--- src/rtl/axilite_seq_pkg.sv ---
// Shared types and constants for the AXI-lite command sequencer.
// Provides the FSM state encoding, the command payload carried through the
// FIFO, AXI response codes and default bus widths.
package axilite_seq_pkg;

  localparam int unsigned SEQ_ADDR_W = 32;
  localparam int unsigned SEQ_DATA_W = 64;
  localparam int unsigned SEQ_STRB_W = SEQ_DATA_W / 8;
  localparam int unsigned ERR_CNT_W  = 16;

  localparam logic [1:0] RESP_OKAY   = 2'b00;
  localparam logic [1:0] RESP_EXOKAY = 2'b01;
  localparam logic [1:0] RESP_SLVERR = 2'b10;
  localparam logic [1:0] RESP_DECERR = 2'b11;

  typedef enum logic [1:0] {
    IDLE,
    ISSUE,
    WAIT_DONE,
    RESP
  } seq_state_t;

  typedef struct packed {
    logic                  w_r;
    logic [SEQ_ADDR_W-1:0] addr;
    logic [SEQ_DATA_W-1:0] data;
    logic [SEQ_STRB_W-1:0] strb;
  } cmd_t;

  localparam int unsigned CMD_W = $bits(cmd_t);

  // SLVERR and DECERR both have the upper bit set.
  function automatic logic is_err_resp(input logic [1:0] resp);
    return resp[1];
  endfunction

endpackage

--- src/rtl/axilite_cmd_sequencer_if.sv ---
// Bus bundle for the command sequencer: command producer port, AXI-lite
// master user interface, response port and status outputs.
// Modport master: the sequencer side. Modport slave: the environment side
// (command producer, AXI-lite master and response consumer).
interface axilite_cmd_sequencer_if
  import axilite_seq_pkg::*;
#(
  parameter int unsigned ADDR_W = SEQ_ADDR_W,
  parameter int unsigned DATA_W = SEQ_DATA_W
);
  localparam int unsigned STRB_W = DATA_W / 8;

  // Command producer
  logic              cmd_valid;
  logic              cmd_ready;
  logic              cmd_w_r;
  logic [ADDR_W-1:0] cmd_addr;
  logic [DATA_W-1:0] cmd_data;
  logic [STRB_W-1:0] cmd_strb;

  // AXI-lite master user interface
  logic              user_start;
  logic              user_w_r;
  logic [ADDR_W-1:0] user_addr_in;
  logic [DATA_W-1:0] user_data_in;
  logic [STRB_W-1:0] user_data_strb;
  logic              user_free;
  logic [1:0]        user_status;
  logic [DATA_W-1:0] user_data_out;
  logic              user_data_out_valid;
  logic              user_w_r_out;
  logic [ADDR_W-1:0] user_addr_out;

  // Response port
  logic              rsp_valid;
  logic              rsp_ready;
  logic              rsp_w_r;
  logic [ADDR_W-1:0] rsp_addr;
  logic [DATA_W-1:0] rsp_data;
  logic [1:0]        rsp_status;

  // Status
  logic              busy;
  logic [15:0]       err_count;
  logic              timeout_flag;

  modport master (
    input  cmd_valid, cmd_w_r, cmd_addr, cmd_data, cmd_strb,
    output cmd_ready,
    output user_start, user_w_r, user_addr_in, user_data_in, user_data_strb,
    input  user_free, user_status, user_data_out, user_data_out_valid,
    input  user_w_r_out, user_addr_out,
    output rsp_valid, rsp_w_r, rsp_addr, rsp_data, rsp_status,
    input  rsp_ready,
    output busy, err_count, timeout_flag
  );

  modport slave (
    output cmd_valid, cmd_w_r, cmd_addr, cmd_data, cmd_strb,
    input  cmd_ready,
    input  user_start, user_w_r, user_addr_in, user_data_in, user_data_strb,
    output user_free, user_status, user_data_out, user_data_out_valid,
    output user_w_r_out, user_addr_out,
    input  rsp_valid, rsp_w_r, rsp_addr, rsp_data, rsp_status,
    output rsp_ready,
    input  busy, err_count, timeout_flag
  );

endinterface

--- src/rtl/sync_fifo.sv ---
// First-word-fall-through synchronous FIFO (holds cmd_t in the sequencer).
// Ports: clk, rst (sync, active-high), push/wdata, pop, head_c (current head,
// valid when !empty), full/empty/count (registered), count_next_c (occupancy
// after this cycle's push/pop). DEPTH must be a power of two, at least 2.
module sync_fifo #(
  parameter  int unsigned WIDTH = 8,
  parameter  int unsigned DEPTH = 4,
  localparam int unsigned CNT_W = $clog2(DEPTH) + 1
) (
  input  logic             clk,
  input  logic             rst,
  input  logic             push,
  input  logic [WIDTH-1:0] wdata,
  input  logic             pop,
  output logic [WIDTH-1:0] head_c,
  output logic             full,
  output logic             empty,
  output logic [CNT_W-1:0] count,
  output logic [CNT_W-1:0] count_next_c
);

  localparam int unsigned PTR_W = $clog2(DEPTH);

  logic [WIDTH-1:0] mem_q [DEPTH];
  logic [PTR_W-1:0] wr_ptr_q, wr_ptr_d;
  logic [PTR_W-1:0] rd_ptr_q, rd_ptr_d;
  logic [CNT_W-1:0] count_q, count_d;
  logic             full_q, full_d;
  logic             empty_q, empty_d;

  // Pointer/occupancy update; pointers wrap naturally at the power-of-two depth.
  always_comb begin
    wr_ptr_d = wr_ptr_q;
    rd_ptr_d = rd_ptr_q;
    count_d  = count_q;
    if (push) wr_ptr_d = wr_ptr_q + PTR_W'(1);
    if (pop)  rd_ptr_d = rd_ptr_q + PTR_W'(1);
    case ({push, pop})
      2'b10:   count_d = count_q + CNT_W'(1);
      2'b01:   count_d = count_q - CNT_W'(1);
      default: count_d = count_q;
    endcase
    full_d  = (count_d == CNT_W'(DEPTH));
    empty_d = (count_d == '0);
  end

  always_ff @(posedge clk) begin
    if (rst) begin
      wr_ptr_q <= '0;
      rd_ptr_q <= '0;
      count_q  <= '0;
      full_q   <= 1'b0;
      empty_q  <= 1'b1;
    end else begin
      wr_ptr_q <= wr_ptr_d;
      rd_ptr_q <= rd_ptr_d;
      count_q  <= count_d;
      full_q   <= full_d;
      empty_q  <= empty_d;
    end
  end

  // Storage needs no reset; occupancy tracking guards every read.
  always_ff @(posedge clk) begin
    if (push) mem_q[wr_ptr_q] <= wdata;
  end

  assign head_c       = mem_q[rd_ptr_q];
  assign full         = full_q;
  assign empty        = empty_q;
  assign count        = count_q;
  assign count_next_c = count_d;

endmodule

--- src/rtl/axilite_cmd_sequencer.sv ---
// Command front-end for the AXI-lite master: buffers commands in a FWFT FIFO,
// issues them one at a time on user_start, detects completion on the rising
// edge of user_data_out_valid and returns one response per command.
// Ports: aclk, areset (sync, active-high), bus (master modport: cmd_*, user_*,
// rsp_*, busy, err_count, timeout_flag). ADDR_W/DATA_W must match the package
// widths used for the command payload.
module axilite_cmd_sequencer
  import axilite_seq_pkg::*;
#(
  parameter int unsigned ADDR_W      = SEQ_ADDR_W,
  parameter int unsigned DATA_W      = SEQ_DATA_W,
  parameter int unsigned FIFO_DEPTH  = 4,
  parameter int unsigned TIMEOUT_CYC = 1024
) (
  input  logic                   aclk,
  input  logic                   areset,
  axilite_cmd_sequencer_if.master bus
);

  localparam int unsigned STRB_W = DATA_W / 8;
  localparam int unsigned CNT_W  = $clog2(FIFO_DEPTH) + 1;
  localparam int unsigned TMO_W  = $clog2(TIMEOUT_CYC + 1);

  seq_state_t         state_q, state_d;
  cmd_t               cmd_in_c;
  cmd_t               fifo_head_c;
  cmd_t               shadow_q, shadow_d;
  logic               fifo_push, fifo_pop;
  logic               fifo_full, fifo_empty;
  logic [CNT_W-1:0]   fifo_count, fifo_count_next_c;
  logic               done_q, done_d, done_c;
  logic               addr_mismatch_c;
  logic [TMO_W-1:0]   tmo_cnt_q, tmo_cnt_d;
  logic               timeout_q, timeout_d;
  logic [ERR_CNT_W-1:0] err_cnt_q, err_cnt_d;
  logic               cmd_ready_q, cmd_ready_d;
  logic               busy_q, busy_d;
  logic               user_start_q, user_start_d;
  logic               user_w_r_q, user_w_r_d;
  logic [ADDR_W-1:0]  user_addr_q, user_addr_d;
  logic [DATA_W-1:0]  user_data_q, user_data_d;
  logic [STRB_W-1:0]  user_strb_q, user_strb_d;
  logic               rsp_valid_q, rsp_valid_d;
  logic               rsp_w_r_q, rsp_w_r_d;
  logic [ADDR_W-1:0]  rsp_addr_q, rsp_addr_d;
  logic [DATA_W-1:0]  rsp_data_q, rsp_data_d;
  logic [1:0]         rsp_status_q, rsp_status_d;

  // Command buffer
  assign cmd_in_c  = '{w_r: bus.cmd_w_r, addr: bus.cmd_addr,
                       data: bus.cmd_data, strb: bus.cmd_strb};
  assign fifo_push = bus.cmd_valid & cmd_ready_q;

  sync_fifo #(
    .WIDTH (CMD_W),
    .DEPTH (FIFO_DEPTH)
  ) u_fifo (
    .clk          (aclk),
    .rst          (areset),
    .push         (fifo_push),
    .wdata        (cmd_in_c),
    .pop          (fifo_pop),
    .head_c       (fifo_head_c),
    .full         (fifo_full),
    .empty        (fifo_empty),
    .count        (fifo_count),
    .count_next_c (fifo_count_next_c)
  );

  // The master keeps valid high until its next address phase, so only a
  // rising edge marks a new completion.
  assign done_d          = bus.user_data_out_valid;
  assign done_c          = bus.user_data_out_valid & ~done_q;
  assign addr_mismatch_c = (bus.user_addr_out != shadow_q.addr);

  // Next-state and output logic
  always_comb begin
    state_d      = state_q;
    fifo_pop     = 1'b0;
    shadow_d     = shadow_q;
    tmo_cnt_d    = tmo_cnt_q;
    timeout_d    = timeout_q;
    err_cnt_d    = err_cnt_q;
    rsp_w_r_d    = rsp_w_r_q;
    rsp_addr_d   = rsp_addr_q;
    rsp_data_d   = rsp_data_q;
    rsp_status_d = rsp_status_q;

    case (state_q)
      IDLE: begin
        if (!fifo_empty && bus.user_free) state_d = ISSUE;
      end
      ISSUE: begin
        fifo_pop  = 1'b1;
        shadow_d  = fifo_head_c;
        tmo_cnt_d = '0;
        state_d   = WAIT_DONE;
      end
      WAIT_DONE: begin
        if (done_c) begin
          rsp_w_r_d    = bus.user_w_r_out;
          rsp_addr_d   = bus.user_addr_out;
          rsp_data_d   = bus.user_w_r_out ? bus.user_data_out : '0;
          rsp_status_d = addr_mismatch_c ? RESP_SLVERR : bus.user_status;
          if (is_err_resp(bus.user_status) && (err_cnt_q != '1)) begin
            err_cnt_d = err_cnt_q + ERR_CNT_W'(1);
          end
          state_d = RESP;
        end else begin
          // Keep waiting after timeout; the counter just saturates.
          if (tmo_cnt_q != TMO_W'(TIMEOUT_CYC)) tmo_cnt_d = tmo_cnt_q + TMO_W'(1);
          if (tmo_cnt_d == TMO_W'(TIMEOUT_CYC)) timeout_d = 1'b1;
        end
      end
      RESP: begin
        if (bus.rsp_ready) state_d = IDLE;
      end
      default: state_d = IDLE;
    endcase

    // Outputs registered from the next state so they line up with state_q.
    user_start_d = (state_d == ISSUE);
    user_w_r_d   = user_start_d ? fifo_head_c.w_r  : 1'b0;
    user_addr_d  = user_start_d ? fifo_head_c.addr : '0;
    user_data_d  = user_start_d ? fifo_head_c.data : '0;
    user_strb_d  = user_start_d ? fifo_head_c.strb : '0;
    rsp_valid_d  = (state_d == RESP);
    busy_d       = (fifo_count_next_c != '0) || (state_d != IDLE);
    cmd_ready_d  = (fifo_count_next_c != CNT_W'(FIFO_DEPTH));
  end

  always_ff @(posedge aclk) begin
    if (areset) begin
      state_q      <= IDLE;
      shadow_q     <= '0;
      done_q       <= 1'b0;
      tmo_cnt_q    <= '0;
      timeout_q    <= 1'b0;
      err_cnt_q    <= '0;
      cmd_ready_q  <= 1'b0;
      busy_q       <= 1'b0;
      user_start_q <= 1'b0;
      user_w_r_q   <= 1'b0;
      user_addr_q  <= '0;
      user_data_q  <= '0;
      user_strb_q  <= '0;
      rsp_valid_q  <= 1'b0;
      rsp_w_r_q    <= 1'b0;
      rsp_addr_q   <= '0;
      rsp_data_q   <= '0;
      rsp_status_q <= RESP_OKAY;
    end else begin
      state_q      <= state_d;
      shadow_q     <= shadow_d;
      done_q       <= done_d;
      tmo_cnt_q    <= tmo_cnt_d;
      timeout_q    <= timeout_d;
      err_cnt_q    <= err_cnt_d;
      cmd_ready_q  <= cmd_ready_d;
      busy_q       <= busy_d;
      user_start_q <= user_start_d;
      user_w_r_q   <= user_w_r_d;
      user_addr_q  <= user_addr_d;
      user_data_q  <= user_data_d;
      user_strb_q  <= user_strb_d;
      rsp_valid_q  <= rsp_valid_d;
      rsp_w_r_q    <= rsp_w_r_d;
      rsp_addr_q   <= rsp_addr_d;
      rsp_data_q   <= rsp_data_d;
      rsp_status_q <= rsp_status_d;
    end
  end

  assign bus.cmd_ready      = cmd_ready_q;
  assign bus.user_start     = user_start_q;
  assign bus.user_w_r       = user_w_r_q;
  assign bus.user_addr_in   = user_addr_q;
  assign bus.user_data_in   = user_data_q;
  assign bus.user_data_strb = user_strb_q;
  assign bus.rsp_valid      = rsp_valid_q;
  assign bus.rsp_w_r        = rsp_w_r_q;
  assign bus.rsp_addr       = rsp_addr_q;
  assign bus.rsp_data       = rsp_data_q;
  assign bus.rsp_status     = rsp_status_q;
  assign bus.busy           = busy_q;
  assign bus.err_count      = err_cnt_q;
  assign bus.timeout_flag   = timeout_q;

  // Completion must echo the address that was issued.
  a_addr_match: assert property (@(posedge aclk) disable iff (areset)
    (state_q == WAIT_DONE && done_c) |-> !addr_mismatch_c)
    else $error("axilite_cmd_sequencer: completion address differs from issued address");

  // Pushes are gated by cmd_ready, so the FIFO never overflows.
  a_no_overflow: assert property (@(posedge aclk) disable iff (areset)
    fifo_push |-> (!fifo_full && fifo_count < CNT_W'(FIFO_DEPTH)))
    else $error("axilite_cmd_sequencer: push into full command FIFO");

endmodule
--- src/flat_wrapper.sv ---
// flat-port wrapper written by rule: the top's interface ports become plain ports
module axilite_cmd_sequencer_flat import axilite_seq_pkg::*;
#(
  parameter int unsigned ADDR_W      = SEQ_ADDR_W,
  parameter int unsigned DATA_W      = SEQ_DATA_W,
  parameter int unsigned FIFO_DEPTH  = 4,
  parameter int unsigned TIMEOUT_CYC = 1024
)
  (aclk, areset, bus_cmd_valid, bus_cmd_w_r, bus_cmd_addr, bus_cmd_data, bus_cmd_strb, bus_cmd_ready, bus_user_start, bus_user_w_r, bus_user_addr_in, bus_user_data_in, bus_user_data_strb, bus_user_free, bus_user_status, bus_user_data_out, bus_user_data_out_valid, bus_user_w_r_out, bus_user_addr_out, bus_rsp_valid, bus_rsp_w_r, bus_rsp_addr, bus_rsp_data, bus_rsp_status, bus_rsp_ready, bus_busy, bus_err_count, bus_timeout_flag);
  axilite_cmd_sequencer_if #(.ADDR_W(ADDR_W), .DATA_W(DATA_W)) bus_i ();
  input  logic aclk;
  input  logic areset;
  input wire logic [$bits(bus_i.cmd_valid)-1:0] bus_cmd_valid;
  input wire logic [$bits(bus_i.cmd_w_r)-1:0] bus_cmd_w_r;
  input wire logic [$bits(bus_i.cmd_addr)-1:0] bus_cmd_addr;
  input wire logic [$bits(bus_i.cmd_data)-1:0] bus_cmd_data;
  input wire logic [$bits(bus_i.cmd_strb)-1:0] bus_cmd_strb;
  output wire logic [$bits(bus_i.cmd_ready)-1:0] bus_cmd_ready;
  output wire logic [$bits(bus_i.user_start)-1:0] bus_user_start;
  output wire logic [$bits(bus_i.user_w_r)-1:0] bus_user_w_r;
  output wire logic [$bits(bus_i.user_addr_in)-1:0] bus_user_addr_in;
  output wire logic [$bits(bus_i.user_data_in)-1:0] bus_user_data_in;
  output wire logic [$bits(bus_i.user_data_strb)-1:0] bus_user_data_strb;
  input wire logic [$bits(bus_i.user_free)-1:0] bus_user_free;
  input wire logic [$bits(bus_i.user_status)-1:0] bus_user_status;
  input wire logic [$bits(bus_i.user_data_out)-1:0] bus_user_data_out;
  input wire logic [$bits(bus_i.user_data_out_valid)-1:0] bus_user_data_out_valid;
  input wire logic [$bits(bus_i.user_w_r_out)-1:0] bus_user_w_r_out;
  input wire logic [$bits(bus_i.user_addr_out)-1:0] bus_user_addr_out;
  output wire logic [$bits(bus_i.rsp_valid)-1:0] bus_rsp_valid;
  output wire logic [$bits(bus_i.rsp_w_r)-1:0] bus_rsp_w_r;
  output wire logic [$bits(bus_i.rsp_addr)-1:0] bus_rsp_addr;
  output wire logic [$bits(bus_i.rsp_data)-1:0] bus_rsp_data;
  output wire logic [$bits(bus_i.rsp_status)-1:0] bus_rsp_status;
  input wire logic [$bits(bus_i.rsp_ready)-1:0] bus_rsp_ready;
  output wire logic [$bits(bus_i.busy)-1:0] bus_busy;
  output wire logic [$bits(bus_i.err_count)-1:0] bus_err_count;
  output wire logic [$bits(bus_i.timeout_flag)-1:0] bus_timeout_flag;
  assign bus_i.cmd_valid = bus_cmd_valid;
  assign bus_i.cmd_w_r = bus_cmd_w_r;
  assign bus_i.cmd_addr = bus_cmd_addr;
  assign bus_i.cmd_data = bus_cmd_data;
  assign bus_i.cmd_strb = bus_cmd_strb;
  assign bus_cmd_ready = bus_i.cmd_ready;
  assign bus_user_start = bus_i.user_start;
  assign bus_user_w_r = bus_i.user_w_r;
  assign bus_user_addr_in = bus_i.user_addr_in;
  assign bus_user_data_in = bus_i.user_data_in;
  assign bus_user_data_strb = bus_i.user_data_strb;
  assign bus_i.user_free = bus_user_free;
  assign bus_i.user_status = bus_user_status;
  assign bus_i.user_data_out = bus_user_data_out;
  assign bus_i.user_data_out_valid = bus_user_data_out_valid;
  assign bus_i.user_w_r_out = bus_user_w_r_out;
  assign bus_i.user_addr_out = bus_user_addr_out;
  assign bus_rsp_valid = bus_i.rsp_valid;
  assign bus_rsp_w_r = bus_i.rsp_w_r;
  assign bus_rsp_addr = bus_i.rsp_addr;
  assign bus_rsp_data = bus_i.rsp_data;
  assign bus_rsp_status = bus_i.rsp_status;
  assign bus_i.rsp_ready = bus_rsp_ready;
  assign bus_busy = bus_i.busy;
  assign bus_err_count = bus_i.err_count;
  assign bus_timeout_flag = bus_i.timeout_flag;
  axilite_cmd_sequencer #(.ADDR_W(ADDR_W), .DATA_W(DATA_W), .FIFO_DEPTH(FIFO_DEPTH), .TIMEOUT_CYC(TIMEOUT_CYC)) u_core (.aclk(aclk), .areset(areset), .bus(bus_i));
endmodule
--- config.mk ---
export PLATFORM = sky130hd
export DESIGN_NAME = axilite_cmd_sequencer_flat
export DESIGN_NICKNAME = d
export VERILOG_FILES = /design/src/rtl/axilite_seq_pkg.sv /design/src/rtl/axilite_cmd_sequencer_if.sv /design/src/rtl/sync_fifo.sv /design/src/rtl/axilite_cmd_sequencer.sv /design/src/flat_wrapper.sv
export SDC_FILE = /design/constraint.sdc
export NUM_CORES = 1
export LEC_CHECK = 0
export CORE_MARGIN = 5
export CORE_UTILIZATION = 53
export DETAILED_ROUTE_END_ITERATION = 10
export PLACE_DENSITY = 0.81
export RECOVER_POWER = 100
export SLEW_MARGIN = 20
export SYNTH_ARGS = -nofsm -noshare
export SYNTH_HDL_FRONTEND = slang
export SYNTH_SLANG_ARGS = --single-unit
--- constraint.sdc ---
create_clock -name aclk -period 4.5 [get_ports aclk]
set_clock_uncertainty 0.1 [all_clocks]
set_input_delay 0.675 -clock aclk [delete_from_list [all_inputs] [get_ports aclk]]
set_output_delay 0.675 -clock aclk [all_outputs]
set_load 0.05 [all_outputs]
# Word level (Yosys, flattened, before mapping)
# Memories as Yosys holds them, arrays and structs flattened. A register that Yosys moved wholly into a read port is not among the register bits.
# Cells that the tools add are included.
word_totals:
  regBits: 279
  latch_bits: 0
  mem_bits_rw: 420
  mem_bits_ro: 0
  inputBits: 210
  out_inout_bits: 225
  wordCells: 78
  memories: 1
op_classes:
  add_sub_neg: 6
  mul: 0
  n_div: 0
  n_lt_le_gt_ge: 0
  n_eq_ne: 13
  n_shift: 0
  mux: 17
  bitwise_logic: 5
  reduce_logical: 14
memory_table:
  columns: ["memory", "depth", "width", "rd", "rd_clocked_by_memory_dff", "wr", "line", "source"]
  rows:
  - ["u_core.u_fifo.mem_q", 4, 105, 1, 1, 1, "sync_fifo.sv:24", "logic [WIDTH-1:0] mem_q [DEPTH];"]
op_table:
  columns: ["operator", "count"]
  rows:
  - ["$mux W64", 1]
  - ["$mux W11", 4]
  - ["$ne A32 B32 Y1", 1]
  - ["$pmux W11 S2", 1]
  - ["$add A16 B1 Y16 const B", 1]
  - ["$ne A16 B16 Y1 const B", 1]
  - ["$mux W2", 6]
  - ["$add A11 B1 Y11 const B", 1]
  - ["$eq A11 B11 Y1 const B", 1]
  - ["$ne A11 B11 Y1 const B", 1]
  - ["$eq A2 B2 Y1 const B", 4]
  - ["$pmux W2 S4", 1]
  - ["$eq A2 B1 Y1 const B", 3]
  - ["$pmux W3 S2", 1]
  - ["$reduce_and A3 Y1", 2]
  - ["$add A2 B1 Y2 const B", 2]
  - ["$reduce_and A2 Y1", 2]
  - ["$reduce_bool A2 Y1", 2]
  - ["$add A3 B1 Y3 const B", 1]
  - ["$logic_not A3 Y1", 1]
  - ["$mux W1", 3]
  - ["$ne A3 B3 Y1 const B", 1]
  - ["$not A1 Y1", 3]
  - ["$reduce_bool A3 Y1", 1]
  - ["other kinds (8)", 10]

# Depth between registers and ports, before layout
# Gate-level depths: netlist (run 1).
depth:
  word_depth: 7
  ltp_mapped: 12
  mapped_depth_nobuf: 10

# Hierarchy
# From an unflattened synthesis (run 1), not the netlist that was laid out.
unflattened:
  hier_cells: 1670
  area_unflattened_um2: 25246.7
by_module_without_submodules:
  columns: ["mod", "n_inst", "cells_each", "area_each_um2", "seq_area_each_um2"]
  rows:
  - ["sync_fifo", 1, 604, 15690.0, 12832.3]
  - ["axilite_cmd_sequencer", 1, 1066, 9556.7, 5425.2]

# Worst setup path before layout (run 1)
# No wires, ideal clock.
synth_path:
  path_kind: "register -> register"
  startpoint: "register u_core.cmd_ready_q, in the netlist u_core.bus.cmd_ready"
  endpoint: "memory u_core.u_fifo.mem_q[0][0] in the netlist's numbering, enable pin"
  setup_time_ns: 0.476
  arrival_ns: 3.251
  setup_slack_ns: 0.672
  path_stages_with_launch: 2
  period_less_slack_ns: 3.828
  path_cell_list: "dfxtp_1 -> and3_1"
synth_via:
  elab_chain_len: 3
synth_lines:
  columns: ["element", "line", "source"]
  rows:
  - ["from (decl)", "axilite_cmd_sequencer.sv:36", "logic cmd_ready_q, cmd_ready_d;"]
  - ["from (signal assigned)", "axilite_cmd_sequencer.sv:159", "cmd_ready_q <= cmd_ready_d;"]
  - ["$and A1 B1 Y1", "axilite_cmd_sequencer.sv:52", "assign fifo_push = bus.cmd_valid & cmd_ready_q;"]
  - ["$mux W1", "sync_fifo.sv:65", "if (push) mem_q[wr_ptr_q] <= wdata;"]
  - ["$mux W1 (not written as such)", "sync_fifo.sv:65", null]
  - ["to (decl)", "sync_fifo.sv:24", null]
# Every way passes these cells.

# Final worst setup path (run 1)
layout_path:
  startpoint: "input bus_cmd_valid"
  endpoint: "memory u_core.u_fifo.mem_q[2][84] in the netlist's numbering, enable pin"
layout_via:
  elab_chain_len: 3
layout_lines:
  columns: ["element", "line", "source"]
  rows:
  - ["from (decl)", "flat_wrapper.sv:13", "input wire logic [$bits(bus_i.cmd_valid)-1:0] bus_cmd_valid;"]
  - ["$and A1 B1 Y1", "axilite_cmd_sequencer.sv:52", null]
  - ["$mux W1", "sync_fifo.sv:65", null]
  - ["$mux W1 (not written as such)", "sync_fifo.sv:65", null]
# Every way passes these cells.

==> results of run 1 <==
## stage by stage
| step | cell area [um2] | total power, uW | hold WS (ps) | setup WS, ps |
|---|---|---|---|---|
| global route | 32200 | 14200 | 361 | 711 |
| detailed placement | 30100 | 8230 | 344 | 1460 |
| floorplan | 25200 | 7740 | 348 | 672 |
| global placement | 30100 | 8200 | 337 | 1510 |
| CTS | 32300 | 13800 | 353 | 1570 |
| finish | 32200 | 13700 | 345 | 814 |
## cell usage in the layout, fill, tap and decap left out, types with 71 or more instances in the layout
cell / netlist / final
sky130_fd_sc_hd__dfxtp_1: 281 / 279
sky130_fd_sc_hd__nand3_1: 74 / 74
sky130_fd_sc_hd__edfxtp_1: 420 / 420
sky130_fd_sc_hd__mux4_2: 105 / 105
sky130_fd_sc_hd__clkdlybuf4s50_1: 0 / 100
sky130_fd_sc_hd__nand2_1: 218 / 217
sky130_fd_sc_hd__clkbuf_16: 0 / 71
sky130_fd_sc_hd__dlygate4sd3_1: 0 / 332
sky130_fd_sc_hd__and2_1: 108 / 73
sky130_fd_sc_hd__a21oi_1: 151 / 151
## cell type report
type / count / area, um2
antenna: 15 / 37.5
timing repair buffer: 447 / 4470
tap: 607 / 759
multi-input combinational: 856 / 6440
sequential: 701 / 18200
clock buffer: 91 / 1900
clock inverter: 34 / 320
inverter: 11 / 41.3
fill: 3085 / 14500
## critical path, delay by kind of cell
family        cells  cell delay (ps)
simple gates      1              200
buf+inv           2             2580
## cell families after synthesis
| family | share of synthesized area, % |
|---|---|
| buf+inv | 1.93 |
| flops | 72.5 |
| simple gates | 9.79 |
| fa+ha+maj | 0.477 |
| mux | 9.52 |
| xor+xnor | 1.70 |
| compound gates | 4.11 |
## state kept, by name, indices dropped and copies added, names as in the netlist, 2 cells and up, named ones only
| signal | cells |
|---|---|
| u_core.u_fifo.mem_q | 420 |
| u_core.bus.rsp_data | 64 |
| u_core.bus.user_data_in | 64 |
| u_core.bus.rsp_addr | 32 |
| u_core.bus.user_addr_in | 32 |
| u_core.shadow_q | 32 |
| u_core.bus.err_count | 16 |
| u_core.tmo_cnt_q | 11 |
| u_core.bus.user_data_strb | 8 |
| u_core.u_fifo.count | 3 |
| u_core.bus.rsp_status | 2 |
| u_core.state_q | 2 |
| u_core.u_fifo.rd_ptr_q | 2 |
| u_core.u_fifo.wr_ptr_q | 2 |
## path summary, 6_finish.rpt
path / start / end / slack [ps]
worst min register to register: u_core.bus.rsp_data[6] / u_core.bus.rsp_data[6] / 350
worst max-delay path: bus_cmd_valid / u_core.u_fifo.mem_q[2][84] / 810
worst min-delay path: u_core.bus.rsp_data[6] / u_core.bus.rsp_data[6] / 350
worst max register to register: u_core.u_fifo.wr_ptr_q[0] / u_core.u_fifo.mem_q[2][84] / 940
## layer usage
layer  GRT usage (%)  vias up
li1                -     6998
met1            29.3     7518
met2            38.7      602
met3            7.99      155
met4            9.53       22
met5               0        -
## power groups by stage
stage / Combinational (uW) / Clock [uW] / Sequential (uW)
final: 999 / 5630 / 7040
after global routing: 1070 / 6040 / 7060
after CTS: 1050 / 5740 / 7050
after detailed placement: 1050 / 0 / 7180
after global placement: 1030 / 0 / 7170
after floorplan: 416 / 0 / 7330
==> impl_results.md, run 1 <==
- Outcome: finished, violations left
- Violated checks: capacitance limit, slew limit
- Fin nets: 2,305
- Setup CP Type: input port to flop
- CTS H-Tree Depth: 3
- Number of cells traversed by the worst register-to-register path: 4
- Slew headroom: -98.3%
- Die Span X: 228 um
- Synthesis-to-layout area growth: 28.0%
- Commonest cells in the synthesized netlist: sky130_fd_sc_hd__edfxtp_1, sky130_fd_sc_hd__dfxtp_1, sky130_fd_sc_hd__nand2_1
- Placed cells: 2,622
- Post-CTS Repair Setup Buffers: 0
- Core area: 0.0468 mm2
- Via count of the first global-routing pass: 15,600
- Count of placed standard cells in the final layout, fillers left out: 2,762
- Largest voltage drop on the vdd net: 0.000355 V
- Average detailed-routed wire length per instance: 22.7 um
- DRC marker count from the first detailed-route iteration: 1,146
- Data required, critical path: 4530 ps
- Sum of met3 wire segment lengths after detailed routing: 5700 um
- Number of endpoints failing setup at the final stage: 0
- Number of distinct library cell variants in the gate-level netlist after synthesis: 59
- Maximum number of pins on one net before global-route repair: 106
- Source-to-sink clock delay at the later pin of the worst-skew pair: 590 ps
- Overall die area: 0.0519 mm2
- # resized after CTS: 0
- Via-to-Cell Ratio: 5.54
- Critical path, cell by cell: dlygate4sd3_1 -> and3_2 -> buf_2
- Ratio of cells with drive above 1 in the final layout: 10.8%
- TritonCTS sink count: 701
- Sum of met2 wire segment lengths after detailed routing: 30,300 um
- Endpoint kind of the worst setup timing path: flop
- Maximum count of clock buffers along a single path: 3
- Wire length on met1: 24,000 um
- Type of origin of the critical path: input port
- Area contributors post-synth: sky130_fd_sc_hd__edfxtp_1, sky130_fd_sc_hd__dfxtp_1, sky130_fd_sc_hd__mux4_2, sky130_fd_sc_hd__nand2_1, sky130_fd_sc_hd__a21oi_1
- RePlAce Congestion: 0.892
- Row Count: 79
- Period utilization: 81.9%
- Largest area contributor in the synthesized netlist: sky130_fd_sc_hd__edfxtp_1
- WL final: 62,700 um
- Static leakage: 0.0112 uW
- Detailed placement HPWL: 40,900 um
- Wire length of the first global-routing pass: 95,000 um
- Clock period minus final worst setup slack: 3690 ps
- Count of final max-slew check failures: 392
- Post-synthesis register bit count: 701
- Internal cell power: 10,700 uW
- Final hold vios: 0
- Clock-pin transition on the worst setup and hold timing paths: 60 ps
- Y dimension of the die: 228 um
- Primary FF master, synth: sky130_fd_sc_hd__edfxtp_1
- Unrepaired setup endpoints after global routing: false
- Clock tree root driver cell: sky130_fd_sc_hd__clkbuf_16
- Number of I/O port buffers: 434
- Area of the mapped netlist: 0.0252 mm2
- CTS tree: done
- Cell count of the worst hold path: 2
- Leftover overflow at the end of global routing: 0
- Biggest fanout along the worst timing path: 105
- Power share of the clock group: 41.2%
- Most frequent cell after synthesis: sky130_fd_sc_hd__edfxtp_1
- Max stage delay cell, worst path: sky130_fd_sc_hd__buf_2
- Number of CTS-inserted buffers: 69
- Number of flops mapped to enable cells by yosys: 420
- Type of the worst min-delay path: flop to flop
- Highest clock frequency the design can meet: 271 MHz
- Pre-Repair DR Iteration Count: 5
- Starting density of the core: 53.8%
- Share of Yosys cell area claimed by the top area cell type: 50.1%
- Number of maximum-capacitance constraint violations: 6
- Global-route usage over all layers: 23.7%
- Routed Antenna Nets: 0
- Overall via count from detail_route: 15,300
- Number of antenna violations at the first check in global routing: 23
- Utilization of the core after routing: 68.9%
- Largest stage delay, worst path: 1960 ps
- Setup TNS Final: 0 ps
- Comb power frac: 7.3%
- Total number of yosys warnings: 0
- Switching power: 3000 uW
- DR DRC count: 0
- Share of synthesized area occupied by flip-flops and latches: 72.5%
- Switching power share of the total: 22.0%
- Async set-or-reset flop fraction in the synthesized netlist: 0%
- Synthesized area per cell: 15.1 um2
- Top routing layer in use: met5
- Post-synthesis net count: 1,886
- Number of standard cells after synthesis: 1,667
- Cell area power density: 424 mW/mm2
- Power share of the sequential group: 51.5%
- Critical path data arrival time: 3720 ps
- Slew at the pin closest to its max-slew limit: 2980 ps
- Post-CTS Hold Buffers: 0
- Number of top-level design ports: 435
Power figures use the tool's default switching activity.
==> run 2: changes to the inputs <==
==> constraint.sdc (replaced) <==
create_clock -name aclk -period 3.7 [get_ports aclk]
set_clock_uncertainty 0.1 [all_clocks]
set_input_delay 0.555 -clock aclk [delete_from_list [all_inputs] [get_ports aclk]]
set_output_delay 0.555 -clock aclk [all_outputs]
set_load 0.05 [all_outputs]
==> run 2 against run 1 <==
Compared with the run above: the run still ends with capacitance limit, slew limit left; power rose by 24%; cell count is 0.40% higher; clock-buffer cell count increased by 2; combinational power up 25%; worst setup slack worse by 150 ps; critical path depth is the same; register-to-register slack got worse by 170 ps; design area grew 0.99%; routed wire length increased by 4.6%; core utilization rose by 0.69 points; die area unchanged; critical path type unchanged; hold slack better by 0.73 ps.
==> impl_results.md, run 2 (synthesis results as in run 1) <==
- Critical path data arrival time: 3340 ps (was 3720 ps)
- Detailed placement HPWL: 43,200 um (was 40,900 um)
- Type of the worst min-delay path: flop to flop (unchanged)
- Overall via count from detail_route: 15,500 (was 15,300)
- Count of final max-slew check failures: 345 (was 392)
- Startpoint of the worst-slack reg-to-reg timing path: u_core.u_fifo.wr_ptr_q[0] (unchanged)
- Static leakage: 0.0114 uW (was 0.0112 uW)
- Overall power after layout: 17,000 uW (was 13,700 uW)
- Max stage delay cell, worst path: sky130_fd_sc_hd__clkbuf_2 (was sky130_fd_sc_hd__buf_2)
- Number of endpoints failing setup at the final stage: 0 (unchanged)
- Number of maximum-capacitance constraint violations: 7 (was 6)
- DRC marker count from the first detailed-route iteration: 1,087 (was 1,146)
- Setup TNS Final: 0 ps (unchanged)
- Count of placed standard cells in the final layout, fillers left out: 2,773 (was 2,762)
- Leftover overflow at the end of global routing: 0 (unchanged)
- Clock tree root driver cell: sky130_fd_sc_hd__clkbuf_16 (unchanged)
- Pre-CTS setup slack: 814 ps (was 1460 ps)
- Number of antenna violations at the first check in global routing: 24 (was 23)
- Top register by number of flip-flops: u_core.u_fifo.mem_q (unchanged)
- Most common cell after layout, fill and taps aside: sky130_fd_sc_hd__edfxtp_1 (unchanged)
- Y dimension of the die: 228 um (unchanged)
- Number of CTS-inserted buffers: 70 (was 69)
- Number of cells traversed by the worst register-to-register path: 4 (unchanged)
- FF+latch area: 0.0182 mm2 (unchanged)
- Multi-input logic area: 0.00644 mm2 (about the same)
- Overall die area: 0.0519 mm2 (unchanged)
- Post-CTS Hold Buffers: 0 (unchanged)
- Cell area power density: 522 mW/mm2 (was 424 mW/mm2)
- Ratio of cells with drive above 1 in the final layout: 11.5% (was 10.8%)
- Post-CTS Repair Setup Buffers: 0 (unchanged)
- Starting density of the core: 53.8% (unchanged)
- Clock period minus final worst setup slack: 3040 ps
- Type of origin of the critical path: input port (unchanged)
- DR DRC count: 0 (unchanged)
- Slew at the pin closest to its max-slew limit: 2030 ps (was 2980 ps)
- WL final: 65,500 um (was 62,700 um)
- Worst Min Path Start: u_core.bus.rsp_data[28] (was u_core.bus.rsp_data[6])
- RePlAce Congestion: 0.909 (was 0.892)
- Top library cells by usage in the layout, fill and taps aside: sky130_fd_sc_hd__edfxtp_1, sky130_fd_sc_hd__dlygate4sd3_1, sky130_fd_sc_hd__dfxtp_1, sky130_fd_sc_hd__nand2_1, sky130_fd_sc_hd__a21oi_1 (unchanged)
- CTS H-Tree Depth: 3 (unchanged)
- Count of filler cells inserted in the layout: 3,074 (was 3,085)
- Timing startpoint of the critical path: areset (was bus_cmd_valid)
- Synthesis-to-layout area growth: 29.3% (was 28.0%)
- Largest stage delay, worst path: 1290 ps (was 1960 ps)
- Cell count of the worst hold path: 2 (unchanged)
- Die Span X: 228 um (unchanged)
- Largest voltage drop on the vdd net: 0.000673 V (was 0.000355 V)
- Average detailed-routed wire length per instance: 23.6 um (was 22.7 um)
- Global-route usage over all layers: 24.8% (was 23.7%)
- # resized after CTS: 0 (unchanged)
- CTS tree: done (unchanged)
- Source-to-sink clock delay at the later pin of the worst-skew pair: 600 ps (was 590 ps)
- Wire length of the first global-routing pass: 99,100 um (was 95,000 um)
- TritonCTS sink count: 701 (unchanged)
- Maximum count of clock buffers along a single path: 3 (unchanged)
- Highest clock frequency the design can meet: 329 MHz
- Row Count: 79 (unchanged)
- Outcome: finished, violations left (unchanged)
- Data required, critical path: 4000 ps (was 4530 ps)
- Via count of the first global-routing pass: 15,900 (was 15,600)
- Critical path, cell by cell: clkbuf_2 -> clkbuf_1 -> o32ai_1 (was dlygate4sd3_1 -> and3_2 -> buf_2)
- Via-to-Cell Ratio: 5.59 (was 5.54)
- Setup CP Type: input port to flop (unchanged)
- Pre-Repair DR Iteration Count: 5 (unchanged)
- Fin nets: 2,320 (was 2,305)
- Number of I/O port buffers: 434 (unchanged)
- Endpoint kind of the worst setup timing path: flop (unchanged)
- Clock-pin transition on the worst setup and hold timing paths: 60 ps (about the same)
- Routed Antenna Nets: 0 (unchanged)
- Number of top-level design ports: 435 (unchanged)
- Maximum number of pins on one net before global-route repair: 107 (was 106)
- Slew headroom: -35.5% (was -98.3%)
- Core area: 0.0468 mm2 (unchanged)
- Final hold vios: 0 (unchanged)
- Violated checks: capacitance limit, slew limit (unchanged)
- Flip-flop count of the largest register, all copies and words added: 420 (unchanged)
- Placed cells: 2,636 (was 2,622)
- Biggest fanout along the worst timing path: 85 (was 105)
- Worst setup margin: 661 ps (was 814 ps)
- Period utilization: 82.1%
- Unrepaired setup endpoints after global routing: false (unchanged)
## run 2: path summary, 6_finish.rpt
path | slack [ps] | end
max | 660 | u_core.bus.timeout_flag
min | 350 | u_core.bus.rsp_data[28]
max reg2reg | 770 | u_core.u_fifo.mem_q[0][44]
min reg2reg | 350 | u_core.bus.rsp_data[28]
## run 2: routing by layer
layer | GRT usage (%) | vias to the layer above | wire length [um]
li1 | - | 7022 | -
met1 | 30.7 | 7700 | 25200
met2 | 41.2 | 617 | 32400
met3 | 8.16 | 136 | 5320
met4 | 9.08 | 22 | 2440
met5 | 0 | - | 143
## run 2: report_power, final
group          total, uW  switching [uW]  leakage [uW]  internal [uW]
registers           8560            89.0       0.00609           8470
clock network       7180            2920       0.00115           4260
logic               1250             720       0.00413            531
total              17000            3730        0.0114          13300
## run 2: cell type report
| cell class | count | area share (%) |
|---|---|---|
| repair buffers | 461 | 14.4 |
| clock inverters | 34 | 1.25 |
| multi-input cells | 856 | 19.8 |
| flip-flops and latches | 701 | 56.1 |
| inverters | 11 | 0.127 |
| well taps | 607 | 2.33 |
| clock buffers | 93 | 5.93 |
| diodes | 10 | 0.0769 |
## run 2: critical path, delay by kind of cell
family / cells / cell delay, ps
compound gates: 1 / 240
buf+inv: 2 / 2510
## run 2: through the flow
step	hold WS, ps	utilization, %	cell area [um2]
finish	346	69.6	32500
global route	364	69.6	32500
CTS	310	69.7	32600
detailed placement	345	64.7	30200
global placement	337	64.7	30200
floorplan	348	-	25200
